### src/rtl/pipe_pkg.sv
// pipe_pkg: shared control bundle, bubble constant and forwarding encodings for the control pipeline.
package pipe_pkg;

    localparam int REG_AW = 5;

    typedef struct packed {
        logic branch;
        logic mem_read;
        logic mem_to_reg;
        logic mem_write;
        logic alu_src;
        logic reg_write;
    } ctrl_t;

    localparam ctrl_t BUBBLE = '0;

    localparam logic [1:0] FWD_RF    = 2'b00;
    localparam logic [1:0] FWD_EXMEM = 2'b10;
    localparam logic [1:0] FWD_MEMWB = 2'b01;

endpackage

### src/rtl/forwarding_unit.sv
// forwarding_unit: picks the EX operand source for one source register; EX/MEM beats MEM/WB, x0 never forwards.
module forwarding_unit
    import pipe_pkg::*;
#(
    parameter int AW = 5
) (
    input  logic [AW-1:0] rs,
    input  logic          mem_reg_write,
    input  logic [AW-1:0] mem_rd,
    input  logic          wb_reg_write,
    input  logic [AW-1:0] wb_rd,
    output logic [1:0]    fwd
);

    logic hit_mem;
    logic hit_wb;

    always_comb begin
        hit_mem = mem_reg_write & (mem_rd != '0) & (mem_rd == rs);
        hit_wb  = wb_reg_write & (wb_rd != '0) & (wb_rd == rs);
        fwd     = hit_mem ? FWD_EXMEM : hit_wb ? FWD_MEMWB : FWD_RF;
    end

endmodule

### src/rtl/control_pipeline.sv
// control_pipeline: carries decoded control bits through ID/EX, EX/MEM and MEM/WB,
// inserting load-use bubbles, applying branch flushes and generating forwarding selects.
module control_pipeline
    import pipe_pkg::*;
#(
    parameter int REG_AW = pipe_pkg::REG_AW,
    parameter int CNT_W  = 16
) (
    input  logic              clk,
    input  logic              rst_n,
    input  logic              id_valid,
    input  logic              id_branch,
    input  logic              id_mem_read,
    input  logic              id_mem_to_reg,
    input  logic              id_mem_write,
    input  logic              id_alu_src,
    input  logic              id_reg_write,
    input  logic [REG_AW-1:0] id_rs1,
    input  logic [REG_AW-1:0] id_rs2,
    input  logic [REG_AW-1:0] id_rd,
    input  logic              id_uses_rs2,
    input  logic              ex_branch_taken,
    output logic              stall,
    output logic              flush_ifid,
    output logic              ex_branch,
    output logic              ex_mem_read,
    output logic              ex_mem_to_reg,
    output logic              ex_mem_write,
    output logic              ex_alu_src,
    output logic              ex_reg_write,
    output logic [REG_AW-1:0] ex_rd,
    output logic              mem_mem_read,
    output logic              mem_mem_write,
    output logic              mem_mem_to_reg,
    output logic              mem_reg_write,
    output logic [REG_AW-1:0] mem_rd,
    output logic              wb_mem_to_reg,
    output logic              wb_reg_write,
    output logic [REG_AW-1:0] wb_rd,
    output logic [1:0]        fwd_a,
    output logic [1:0]        fwd_b,
    output logic [CNT_W-1:0]  bubble_count
);

    ctrl_t             id_ctrl;
    ctrl_t             ex_ctrl_d, ex_ctrl_q;
    logic [REG_AW-1:0] ex_rd_d, ex_rd_q;
    logic [REG_AW-1:0] ex_rs1_d, ex_rs1_q;
    logic [REG_AW-1:0] ex_rs2_d, ex_rs2_q;
    logic              mem_mem_read_d, mem_mem_read_q;
    logic              mem_mem_write_d, mem_mem_write_q;
    logic              mem_mem_to_reg_d, mem_mem_to_reg_q;
    logic              mem_reg_write_d, mem_reg_write_q;
    logic [REG_AW-1:0] mem_rd_d, mem_rd_q;
    logic              wb_mem_to_reg_d, wb_mem_to_reg_q;
    logic              wb_reg_write_d, wb_reg_write_q;
    logic [REG_AW-1:0] wb_rd_d, wb_rd_q;
    logic [CNT_W-1:0]  bubble_count_d, bubble_count_q;
    logic              load_use;
    logic              bubble;
    logic              load;

    always_comb begin
        id_ctrl = '{branch: id_branch, mem_read: id_mem_read, mem_to_reg: id_mem_to_reg,
                    mem_write: id_mem_write, alu_src: id_alu_src, reg_write: id_reg_write};
        load_use = id_valid & ex_ctrl_q.mem_read & (ex_rd_q != '0)
                 & ((ex_rd_q == id_rs1) | (id_uses_rs2 & (ex_rd_q == id_rs2)));
        stall      = load_use & ~ex_branch_taken;
        flush_ifid = ex_branch_taken;
        // Only stall and flush bubbles are counted; an empty decode slot is not a hazard.
        bubble = ex_branch_taken | stall;
        load   = ~bubble & id_valid;
        ex_ctrl_d = load ? id_ctrl : BUBBLE;
        ex_rd_d   = load ? id_rd : '0;
        ex_rs1_d  = load ? id_rs1 : '0;
        ex_rs2_d  = load ? id_rs2 : '0;
        mem_mem_read_d   = ex_ctrl_q.mem_read;
        mem_mem_write_d  = ex_ctrl_q.mem_write;
        mem_mem_to_reg_d = ex_ctrl_q.mem_to_reg;
        mem_reg_write_d  = ex_ctrl_q.reg_write;
        mem_rd_d         = ex_rd_q;
        wb_mem_to_reg_d  = mem_mem_to_reg_q;
        wb_reg_write_d   = mem_reg_write_q;
        wb_rd_d          = mem_rd_q;
        bubble_count_d = (bubble & ~&bubble_count_q) ? bubble_count_q + CNT_W'(1) : bubble_count_q;
    end

    always_ff @(posedge clk or negedge rst_n) begin
        if (!rst_n) begin
            ex_ctrl_q        <= BUBBLE;
            ex_rd_q          <= '0;
            ex_rs1_q         <= '0;
            ex_rs2_q         <= '0;
            mem_mem_read_q   <= 1'b0;
            mem_mem_write_q  <= 1'b0;
            mem_mem_to_reg_q <= 1'b0;
            mem_reg_write_q  <= 1'b0;
            mem_rd_q         <= '0;
            wb_mem_to_reg_q  <= 1'b0;
            wb_reg_write_q   <= 1'b0;
            wb_rd_q          <= '0;
            bubble_count_q   <= '0;
        end else begin
            ex_ctrl_q        <= ex_ctrl_d;
            ex_rd_q          <= ex_rd_d;
            ex_rs1_q         <= ex_rs1_d;
            ex_rs2_q         <= ex_rs2_d;
            mem_mem_read_q   <= mem_mem_read_d;
            mem_mem_write_q  <= mem_mem_write_d;
            mem_mem_to_reg_q <= mem_mem_to_reg_d;
            mem_reg_write_q  <= mem_reg_write_d;
            mem_rd_q         <= mem_rd_d;
            wb_mem_to_reg_q  <= wb_mem_to_reg_d;
            wb_reg_write_q   <= wb_reg_write_d;
            wb_rd_q          <= wb_rd_d;
            bubble_count_q   <= bubble_count_d;
        end
    end

    forwarding_unit #(.AW(REG_AW)) u_fwd_a (
        .rs(ex_rs1_q), .mem_reg_write(mem_reg_write_q), .mem_rd(mem_rd_q),
        .wb_reg_write(wb_reg_write_q), .wb_rd(wb_rd_q), .fwd(fwd_a)
    );

    forwarding_unit #(.AW(REG_AW)) u_fwd_b (
        .rs(ex_rs2_q), .mem_reg_write(mem_reg_write_q), .mem_rd(mem_rd_q),
        .wb_reg_write(wb_reg_write_q), .wb_rd(wb_rd_q), .fwd(fwd_b)
    );

    always_comb begin
        ex_branch      = ex_ctrl_q.branch;
        ex_mem_read    = ex_ctrl_q.mem_read;
        ex_mem_to_reg  = ex_ctrl_q.mem_to_reg;
        ex_mem_write   = ex_ctrl_q.mem_write;
        ex_alu_src     = ex_ctrl_q.alu_src;
        ex_reg_write   = ex_ctrl_q.reg_write;
        ex_rd          = ex_rd_q;
        mem_mem_read   = mem_mem_read_q;
        mem_mem_write  = mem_mem_write_q;
        mem_mem_to_reg = mem_mem_to_reg_q;
        mem_reg_write  = mem_reg_write_q;
        mem_rd         = mem_rd_q;
        wb_mem_to_reg  = wb_mem_to_reg_q;
        wb_reg_write   = wb_reg_write_q;
        wb_rd          = wb_rd_q;
        bubble_count   = bubble_count_q;
    end

endmodule

### config.mk
export PLATFORM = sky130hd
export DESIGN_NAME = control_pipeline
export DESIGN_NICKNAME = d
export VERILOG_FILES = /design/src/rtl/pipe_pkg.sv /design/src/rtl/forwarding_unit.sv /design/src/rtl/control_pipeline.sv
export SDC_FILE = /design/constraint.sdc
export NUM_CORES = 1
export LEC_CHECK = 0
export ABC_CLOCK_PERIOD_IN_PS = 1900
export BUFFER_PORTS_ARGS = -buffer_cell sky130_fd_sc_hd__buf_2
export CORE_MARGIN = 1
export CORE_UTILIZATION = 25
export CTS_CLUSTER_SIZE = 12
export DETAILED_ROUTE_END_ITERATION = 7
export GPL_ROUTABILITY_DRIVEN = 0
export PLACE_DENSITY = 0.54
export SETUP_SLACK_MARGIN = 0.1
export SYNTH_ARGS = -nofsm -noshare
export SYNTH_HDL_FRONTEND = slang
export SYNTH_SLANG_ARGS = --single-unit
### constraint.sdc
create_clock -name clk -period 1.9 [get_ports clk]
set_input_delay 0.19 -clock clk [delete_from_list [all_inputs] [get_ports clk]]
set_output_delay 0.19 -clock clk [all_outputs]
set_load 0.01 [all_outputs]
==> flow_summary.toml, run 1 <==
[outcome]
status = "complete, but fails checks"
violations = "design-rule violations, negative setup slack"

[sta]
maxSlewViolCount = 0
slew_headroom = 0.706
fmaxAchievable_ghz = 0.494
worstMarginPinSlew_ns = 0.440
finalSetupViolations = 13
period_share = 1.07
hold_viol = 0
clock_skew_ns = 0.00630
layout_min_cycle_time_ns = 2.02
rsz0062_at_grt = "yes"
fin_ws_ns = -0.125
worst_hold_slack_ns = 0.0822

[route]
drc_errors = 5
wl_um = 6240
via_per_inst = 4.35
firstDrtPassIters = 6
ant_nets = 0
wl_per_cell_um = 14.7
first_iter_violations = 35
vias = 1847

[clock_tree]
cts_max_level = 2
path_clk_slew_ns = 0.10
cts_buffers = 5
clk_latency_ns = 0.31
clk_path_buf_depth = 2
cts-root-buf = "clkbuf_8"
cts_tree = "built"
cts.sinks = 53

[synthesis]
synth_fa_ha_area_frac = 0.00540
synth_top_area_frac = 0.572
ys_types = 33
synthArstFlopShare = 1.00
synth_compound_area_frac = 0.0475
netlist_area_mm2 = 0.00232
synthSimpleGateAreaFrac = 0.189
yosys_warnings = 0
syn_inst = 193
synth_top_family_by_area = "simple AND/OR/NAND/NOR gates"
ys_seq_area_frac = 0.572
synth-seq-cells = 53
synth_area_per_cell_um2 = 12.0
synth_area_leaders = "dfrtp_1 57%, xnor2_1 9.1%, xor2_1 6.4%, and2_1 6.2%, nand2_1 1.8%"
synth_edf_count = 0
syn_nets = 220
synth-main-ff-cell = "dfrtp_1"
synth-xor-area-share = 0.155
synth_top_area_cell = "dfrtp_1"
synthMuxAreaShare = 0.0162

[critical_path]
crit_type = "reg -> out"
reg2reg_depth = 6
cp.depth = 5
cp-start-kind = "flop"
required_ns = 1.71
cp_slowest_cell = "or4_4"
max_stage_delay_ns = 0.56
path_max_fanout = 2
arrival_ns = 1.83
crit_chain = "or4_4 > o21ai_4 > nor4_2 > nor4_2 > buf_2"
crit_path_frequent_cell = "nor4_2"
cpLargestDelayFamily = "simple AND/OR/NAND/NOR gates"
worst_setup_path_end_kind = "primary output"
critical_path_buf_inv_count = 1

[pwr]
p_per_area_mw_per_mm2 = 793
seqPwrFrac = 0.458
p_total_mw = 2.85
swShare = 0.300
vdd_ir_drop_max_mv = 0.307
intPower_mw = 2.00
p_comb_frac = 0.298
power_frac_clock = 0.244
p_leak_nw = 1.85
p_sw_mw = 0.854

[floorplanning]
dieArea_mm2 = 0.00966
std_cell_rows = 34
fp.dieH_um = 98.3
core_area_mm2 = 0.00885
io_pins = 75
initial_utilization = 0.262
die_x_um = 98.3

[final_layout]
fill_cells = 893
antenna_cells = 0
nNetsFinal = 343
syn_to_final_growth_pct = 55.2
layout-drive-gt1-share = 0.590
largest_reg_flops = 16

[hold_path]
hp-class = "in -> reg"
hold_depth = 2

[place]
place_hpwl_um = 4460
io_buffers = 74

[grt]
grt.total_usage = 0.132
grt_first_pass_wirelength_um = 9920
overflow = 0
antenna_found_initial = 1
grt_pass1_vias = 1920
grt_max_degree = 37

[job]
maxCapViolations = 0
==> worst reg2reg max path: cells and delay by family (launching register included) <==
family / cells / cell delay (ns)
flip-flops: 1 / 0.38
multiplexers: 1 / 0.29
AND/OR/NAND/NOR: 3 / 0.82
AO/OA/AOI/OAI: 1 / 0.23
adder cells (fa/ha/maj): 1 / 0.18
==> stage by stage <==
stage / instances / util / cell area [µm²] / TNS (ns) / worst slack (ns)
floorplan: 193 / - / 2380 / -0.943 / -0.197
CTS: 420 / 0.387 / 3430 / -0.944 / -0.116
finish: 425 / 0.406 / 3600 / -0.807 / -0.125
detailed placement: 402 / 0.351 / 3110 / -0.744 / -0.111
global placement: 402 / 0.351 / 3110 / -0.384 / -0.0791
global route: 425 / 0.406 / 3600 / -2.71 / -0.263
==> layout by cell type, fill, tap and decap left out, types with 3 or more instances in the layout <==
master    count
buf_2        74
dfrtp_1      50
buf_4        32
xor2_1       17
xnor2_1      14
and2_1       13
buf_6        12
and2_4       10
xnor2_2       8
nand2_1       7
nand4_1       6
clkbuf_8      6
nand3_1       5
nor3_2        4
or4_4         3
nor4_2        3
nand3_2       3
nand2_2       3
and3_1        3
mux2_4        3
dfrtp_2       3
==> final cells by class <==
class	count	area (µm²)	area share
multi-input cells	134	1230	0.342
inverters	1	3.75	0.00104
clock inverters	2	17.5	0.00487
clock buffers	6	82.6	0.0230
well taps	108	135	0.0376
repair buffers	121	796	0.221
flip-flops and latches	53	1330	0.370
==> synthesized netlist by cell type, types with 2 or more instances <==
master,number
dfrtp_1,53
xnor2_1,24
and2_1,23
xor2_1,17
nand2_1,11
nand3_1,8
nand4_1,6
nor3_1,6
nor2_1,4
or4_1,4
and3_1,3
buf_4,3
nor4_1,3
a21oi_1,2
a31oi_1,2
and3_2,2
clkbuf_1,2
mux2_2,2
nand2b_1,2
o21ai_0,2
o21bai_1,2
==> power groups by stage <==
stage	sequential (mW)	combinational, mW	clock, mW
4_1_cts	1.31	0.791	0.721
5_1_grt	1.32	0.937	0.773
2_1_floorplan	1.42	0.235	0
3_3_place_gp	1.33	0.708	0
3_5_place_dp	1.33	0.708	0
6_report	1.31	0.850	0.695
==> routing by layer <==
| layer | share of wire | global-route usage | vias to the layer above |
|---|---|---|---|
| li1 | - | - | 902 |
| met2 | 0.49 | 0.215 | 47 |
| met5 | 0 | 0 | - |
| met4 | 0.021 | 0.0505 | 0 |
| met1 | 0.44 | 0.174 | 888 |
| met3 | 0.046 | 0.0279 | 10 |
==> repair_timing <==
item                                    in CTS  in global routing
cloned                                       0                  3
endpoints found under the setup margin      20                 42
buffers inserted                             9                  2
pin swaps                                   29                 22
resized for setup                           28                 31
hold buffers                                 1                  0
hold endpoints to repair                    17                  0
==> path summary, 6_finish.rpt <==
path	startpoint	slack, ns	endpoint
max	mem_rd[4]	-0.12	fwd_a[0]
min	id_rd[4]	0.08	ex_rd[4]
max reg2reg	bubble_count[0]	-0.10	bubble_count[1]
min reg2reg	ex_mem_to_reg	0.38	mem_mem_to_reg
max in group asynchronous	rst_n	1.00	ex_rd[0]
min in group asynchronous	rst_n	0.34	wb_reg_write
==> cell families (layout without fill, tap and decap cells) <==
logic type / after synthesis / after routing
AOI/OAI and AO/OA: 14 / 14
xor gates and xnor gates: 41 / 41
adders and majority gates: 1 / 1
buffers and inverters: 6 / 130
DFF: 53 / 53
muxes: 3 / 3
and+or+nand+nor: 75 / 75
Power figures use the tool's default switching activity.
==> run 2, diff against run 1 <==
--- a/config.mk
+++ b/config.mk
@@ -7,6 +7,7 @@
 export LEC_CHECK = 0
 export ABC_CLOCK_PERIOD_IN_PS = 1900
 export BUFFER_PORTS_ARGS = -buffer_cell sky130_fd_sc_hd__buf_2
+export CORE_ASPECT_RATIO = 1.5
 export CORE_MARGIN = 1
 export CORE_UTILIZATION = 25
 export CTS_CLUSTER_SIZE = 12
==> run 2 against run 1 <==
Against the previous run: the flow finishes with violations (negative setup slack); combinational power is 6.0% higher; highest routed layer unchanged; sequential share of layout area down 1.8 points; maximum frequency fell by 0.49%.
==> flow_summary.toml, run 2 (synthesized netlist as in run 1, its figures left out) <==
[route]
via_per_inst = 4.45
ant_nets = 0
wl_met3_um = 326
firstDrtPassIters = 4
m1WireLength_um = 2450
vias = 1904
wl_um = 6690
wl_per_cell_um = 15.6
wl_met2_um = 3840
topRoutingLayerUsed = "met4"
drc_errors = 0
first_iter_violations = 45

[final_layout]
layout_commonest_cell = "buf_2"
fin_cells = 428
final_cell_mix = "74 x buf_2, 50 x dfrtp_1, 32 x buf_4"
layout-drive-gt1-share = 0.642
utilization = 0.423
syn_to_final_growth_pct = 63.1
antenna_cells = 0
largest_reg_flops = 16
fill_cells = 894
nNetsFinal = 344

[hold_path]
hp-class = "in -> reg"
holdCritStartpoint = "id_alu_src"

[grt]
grt_max_degree = 25
grt.total_usage = 0.140
grt_first_pass_wirelength_um = 9920
overflow = 0
antenna_found_initial = 0
grt_pass1_vias = 1931

[clock_tree]
clk_path_buf_depth = 2
clk_latency_ns = 0.29
path_clk_slew_ns = 0.07
cts_tree = "built"
cts_buffers = 5
cts_max_level = 2
cts-root-buf = "clkbuf_16"
cts.sinks = 53

[pwr]
vdd_ir_drop_max_mv = 0.497
p_leak_nw = 1.94
p_total_mw = 3.12
p_per_area_mw_per_mm2 = 826

[floorplanning]
fp.dieH_um = 120
io_pins = 75
die_x_um = 80.6
std_cell_rows = 42
core_area_mm2 = 0.00893
dieArea_mm2 = 0.00967
initial_utilization = 0.259

[critical_path]
worst_setup_path_end_kind = "primary output"
required_ns = 1.71
cpLargestDelayFamily = "simple AND/OR/NAND/NOR gates"
cp-start-kind = "flop"
crit_type = "reg -> out"
r2r-start = "ex_rd[3]"
crit_path_start = "ex_rs1_q[4]"
path_max_fanout = 2
critical_path_buf_inv_count = 1
max_stage_delay_ns = 0.53
crit_chain = "xor2_1 > or4_4 > nor4_2 > buf_2"
arrival_ns = 1.84
cp_slowest_cell = "or4_4"

[sta]
period_share = 1.07
clock_skew_ns = 0.00737
slew_headroom = 0.680
hold_viol = 0
worstMarginPinSlew_ns = 0.480
rsz0062_at_grt = "yes"
layout_min_cycle_time_ns = 2.03
maxSlewViolCount = 0
finalSetupViolations = 14
fmaxAchievable_ghz = 0.491
fin_ws_ns = -0.135

[place]
place_ws_ns = -0.143
io_buffers = 74
dp_cells = 404
place_hpwl_um = 4920

[outcome]
status = "complete, but fails checks"
violations = "negative setup slack"

[job]
maxCapViolations = 0
## run 2: area by class of cell
cell class | count | area, µm² | area share
tap | 110 | 138 | 0.0364
timing repair buffer | 122 | 798 | 0.211
sequential | 53 | 1330 | 0.352
multi-input combinational | 134 | 1360 | 0.360
clock buffer | 5 | 125 | 0.0331
inverter | 1 | 3.75 | 0.000993
clock inverter | 3 | 25.0 | 0.00662
## run 2: power breakdown
group          switching [mW]  internal, mW  leakage (nW)
Combinational           0.416         0.485          1.17
Clock                   0.415         0.495        0.0704
Sequential             0.0756          1.24         0.700
## run 2: what timing repair did
item / 4_1_cts / 5_1_grt
hold buffers: 1 / 0
pin swaps: 25 / 27
gates resized for setup: 32 / 54
endpoints found under the hold margin: 17 / 0
gates cloned: 0 / 3
setup endpoints to repair: 21 / 42
buffers inserted: 7 / 6
## run 2: per-layer routing
metal | track usage | vias up
li1 | - | 908
met1 | 0.151 | 938
met2 | 0.264 | 53
met3 | 0.0304 | 5
met4 | 0.0435 | 0
met5 | 0 | -
## run 2: path summary, 6_finish.rpt
kind                                    to  slack, ns  depth (start not counted)
min in group asynchronous     wb_reg_write       0.38                          2
max                               fwd_a[0]      -0.13                          4
min reg2reg                  wb_mem_to_reg       0.37                          0
max in group asynchronous         ex_rd[4]       0.98                          3
min                             ex_alu_src       0.10                          2
max reg2reg                bubble_count[1]      -0.10                          5
## run 2: per-stage QoR
| step | instance area (µm²) | setup TNS (ns) | hold slack [ns] |
|---|---|---|---|
| after floorplan | 2380 | -0.943 | -0.106 |
| after global placement | 3110 | -0.386 | 0.170 |
| after detailed placement | 3110 | -0.712 | 0.182 |
| after CTS | 3480 | -0.685 | 0.0915 |
| after global routing | 3780 | -2.10 | 0.105 |
| final | 3780 | -0.815 | 0.103 |
==> run 3, diff against run 2 <==
--- a/config.mk
+++ b/config.mk
@@ -7,12 +7,14 @@
 export LEC_CHECK = 0
 export ABC_CLOCK_PERIOD_IN_PS = 1900
 export BUFFER_PORTS_ARGS = -buffer_cell sky130_fd_sc_hd__buf_2
+export CAP_MARGIN = 20
 export CORE_ASPECT_RATIO = 1.5
 export CORE_MARGIN = 1
 export CORE_UTILIZATION = 25
 export CTS_CLUSTER_SIZE = 12
 export DETAILED_ROUTE_END_ITERATION = 7
 export GPL_ROUTABILITY_DRIVEN = 0
+export GPL_TIMING_DRIVEN = 0
 export PLACE_DENSITY = 0.54
 export SETUP_SLACK_MARGIN = 0.1
 export SYNTH_ARGS = -nofsm -noshare
==> run 3 against run 2 <==
Against the previous run: the flow still finishes with violations (negative setup slack); global-route usage shrank 1.3 points; setup slack got worse by 0.057 ns; core utilization down 4.2 points; design area decreased by 9.9%; critical path type is now reg -> reg; largest power group unchanged.
==> flow_summary.toml, run 3 (synthesized netlist as in run 1, its figures left out) <==
[critical_path]
crit_type = "reg -> reg"
required_ns = 2.08
cp_slowest_cell = "or4_4"
crit_chain = "ha_2 > nand4_1 > or4_4 > and3_4 > a21o_4 > mux2_4"
cpLargestDelayFamily = "simple AND/OR/NAND/NOR gates"
arrival_ns = 2.27
critical_path_buf_inv_count = 0
cp-start-kind = "flop"
path_max_fanout = 6
worst_setup_path_end_kind = "flop"
max_stage_delay_ns = 0.57

[clock_tree]
cts-root-buf = "clkbuf_16"
cts_max_level = 2
cts_buffers = 5
clk_path_buf_depth = 2
cts_tree = "built"
path_clk_slew_ns = 0.07
clk_latency_ns = 0.29
cts.sinks = 53

[pwr]
seqPwrFrac = 0.449
swShare = 0.261
p_per_area_mw_per_mm2 = 891
power_frac_clock = 0.342
p_comb_frac = 0.209
vdd_ir_drop_max_mv = 0.563
p_leak_nw = 1.71
p_sw_mw = 0.793
intPower_mw = 2.24

[outcome]
violations = "negative setup slack"
status = "complete, but fails checks"

[route]
drc_errors = 0
wl_per_cell_um = 14.6
vias = 1788
wl_um = 5970
via_per_inst = 4.38
ant_nets = 0
firstDrtPassIters = 4
first_iter_violations = 56

[floorplanning]
die_x_um = 80.6
initial_utilization = 0.259
io_pins = 75
dieArea_mm2 = 0.00967
std_cell_rows = 42
core_area_mm2 = 0.00893
fp.dieH_um = 120

[final_layout]
final_cell_mix = "72 x buf_2, 47 x dfrtp_1, 22 x and2_1"
antenna_cells = 0
syn_to_final_growth_pct = 46.9
layout-drive-gt1-share = 0.513
nNetsFinal = 324
largest_reg_flops = 16
final_area_mm2 = 0.00340
fill_cells = 886
layout_commonest_cell = "buf_2"

[sta]
fin_ws_ns = -0.192
hold_viol = 0
layout_min_cycle_time_ns = 2.09
worstMarginPinSlew_ns = 0.361
finalSetupViolations = 18
clock_skew_ns = 0.00417
maxSlewViolCount = 0
fmaxAchievable_ghz = 0.478
period_share = 1.10
rsz0062_at_grt = "yes"
slew_headroom = 0.759

[grt]
grt_pass1_vias = 1783
antenna_found_initial = 0
grt_max_degree = 40
grt.total_usage = 0.127
grt_first_pass_wirelength_um = 9070
overflow = 0

[place]
io_buffers = 74
place_ws_ns = -0.287
place_hpwl_um = 4330
dpl-instance-area_mm2 = 0.00291

[hold_path]
hp-class = "in -> reg"

[job]
maxCapViolations = 0
-- run 3: changes by cell type in the layout (fill, tap and decap cells not counted), moves of 4 or more --
cell	change
buf_6	-8
nand2_4	-4
and2_1	+14
buf_4	-12
and2_4	-14
xnor2_2	-9
xnor2_1	+12
-- run 3: metal layers --
metal,vias to the layer above,part of all wire,global-route usage
met3,5,0.058,0.0312
met2,52,0.55,0.239
met4,0,0.014,0.0435
met5,-,0,0
met1,872,0.38,0.133
li1,859,-,-
-- run 3: worst reg2reg max path, delay by kind of cell, from the launching register on --
family / cells / cell delay [ns]
AOI/OAI and AO/OA: 1 / 0.24
muxes: 1 / 0.30
adders and majority gates: 1 / 0.18
and+or+nand+nor: 3 / 0.90
DFF: 1 / 0.37
-- run 3: cell type report --
cell class,instances,area [µm²],area share
flip-flops and latches,53,1330,0.392
multi-input cells,134,1120,0.329
repair buffers,97,586,0.172
clock buffers,7,143,0.0419
well taps,110,138,0.0404
plain buffers,5,50.0,0.0147
clock inverters,1,30.0,0.00882
inverters,1,3.75,0.00110
-- run 3: repair_timing --
action | in CTS | in global routing
buffers inserted | 17 | 4
hold buffers | 1 | 0
resized for setup | 29 | 10
gates cloned | 0 | 0
pin swaps | 22 | 15
endpoints found under the setup margin | 42 | 41
endpoints found under the hold margin | 14 | 0
-- run 3: path summary, 6_finish.rpt --
check                                start               to  slack, ns  depth (start not counted)
setup / recovery           bubble_count[0]  bubble_count[1]      -0.19                          6
hold / removal                    id_rd[0]         ex_rd[0]       0.11                          2
setup reg to reg           bubble_count[0]  bubble_count[1]      -0.19                          6
hold reg to reg             mem_mem_to_reg    wb_mem_to_reg       0.37                          0
max in group asynchronous            rst_n         ex_rd[3]       1.01                          3
min in group asynchronous            rst_n       ex_alu_src       0.36                          2
-- run 3: power groups by stage --
stage	sequential, mW	combinational, mW	clock, mW
3_5_place_dp	1.40	0.483	0
5_1_grt	1.38	0.687	1.11
2_1_floorplan	1.42	0.235	0
6_report	1.36	0.634	1.04
4_1_cts	1.36	0.596	1.07
3_3_place_gp	1.39	0.474	0
-- run 3: metrics by stage --
stage | TNS [ns] | power, mW | hold slack [ns] | std cells | util
3_5_place_dp | -6.81 | 1.88 | 0.120 | 378 | 0.325
2_1_floorplan | -0.943 | 1.65 | -0.106 | 193 | -
6_report | -2.09 | 3.03 | 0.107 | 408 | 0.381
4_1_cts | -2.53 | 3.03 | 0.0982 | 404 | 0.373
3_3_place_gp | -5.66 | 1.87 | 0.353 | 377 | 0.323
5_1_grt | -4.18 | 3.18 | 0.104 | 408 | 0.381
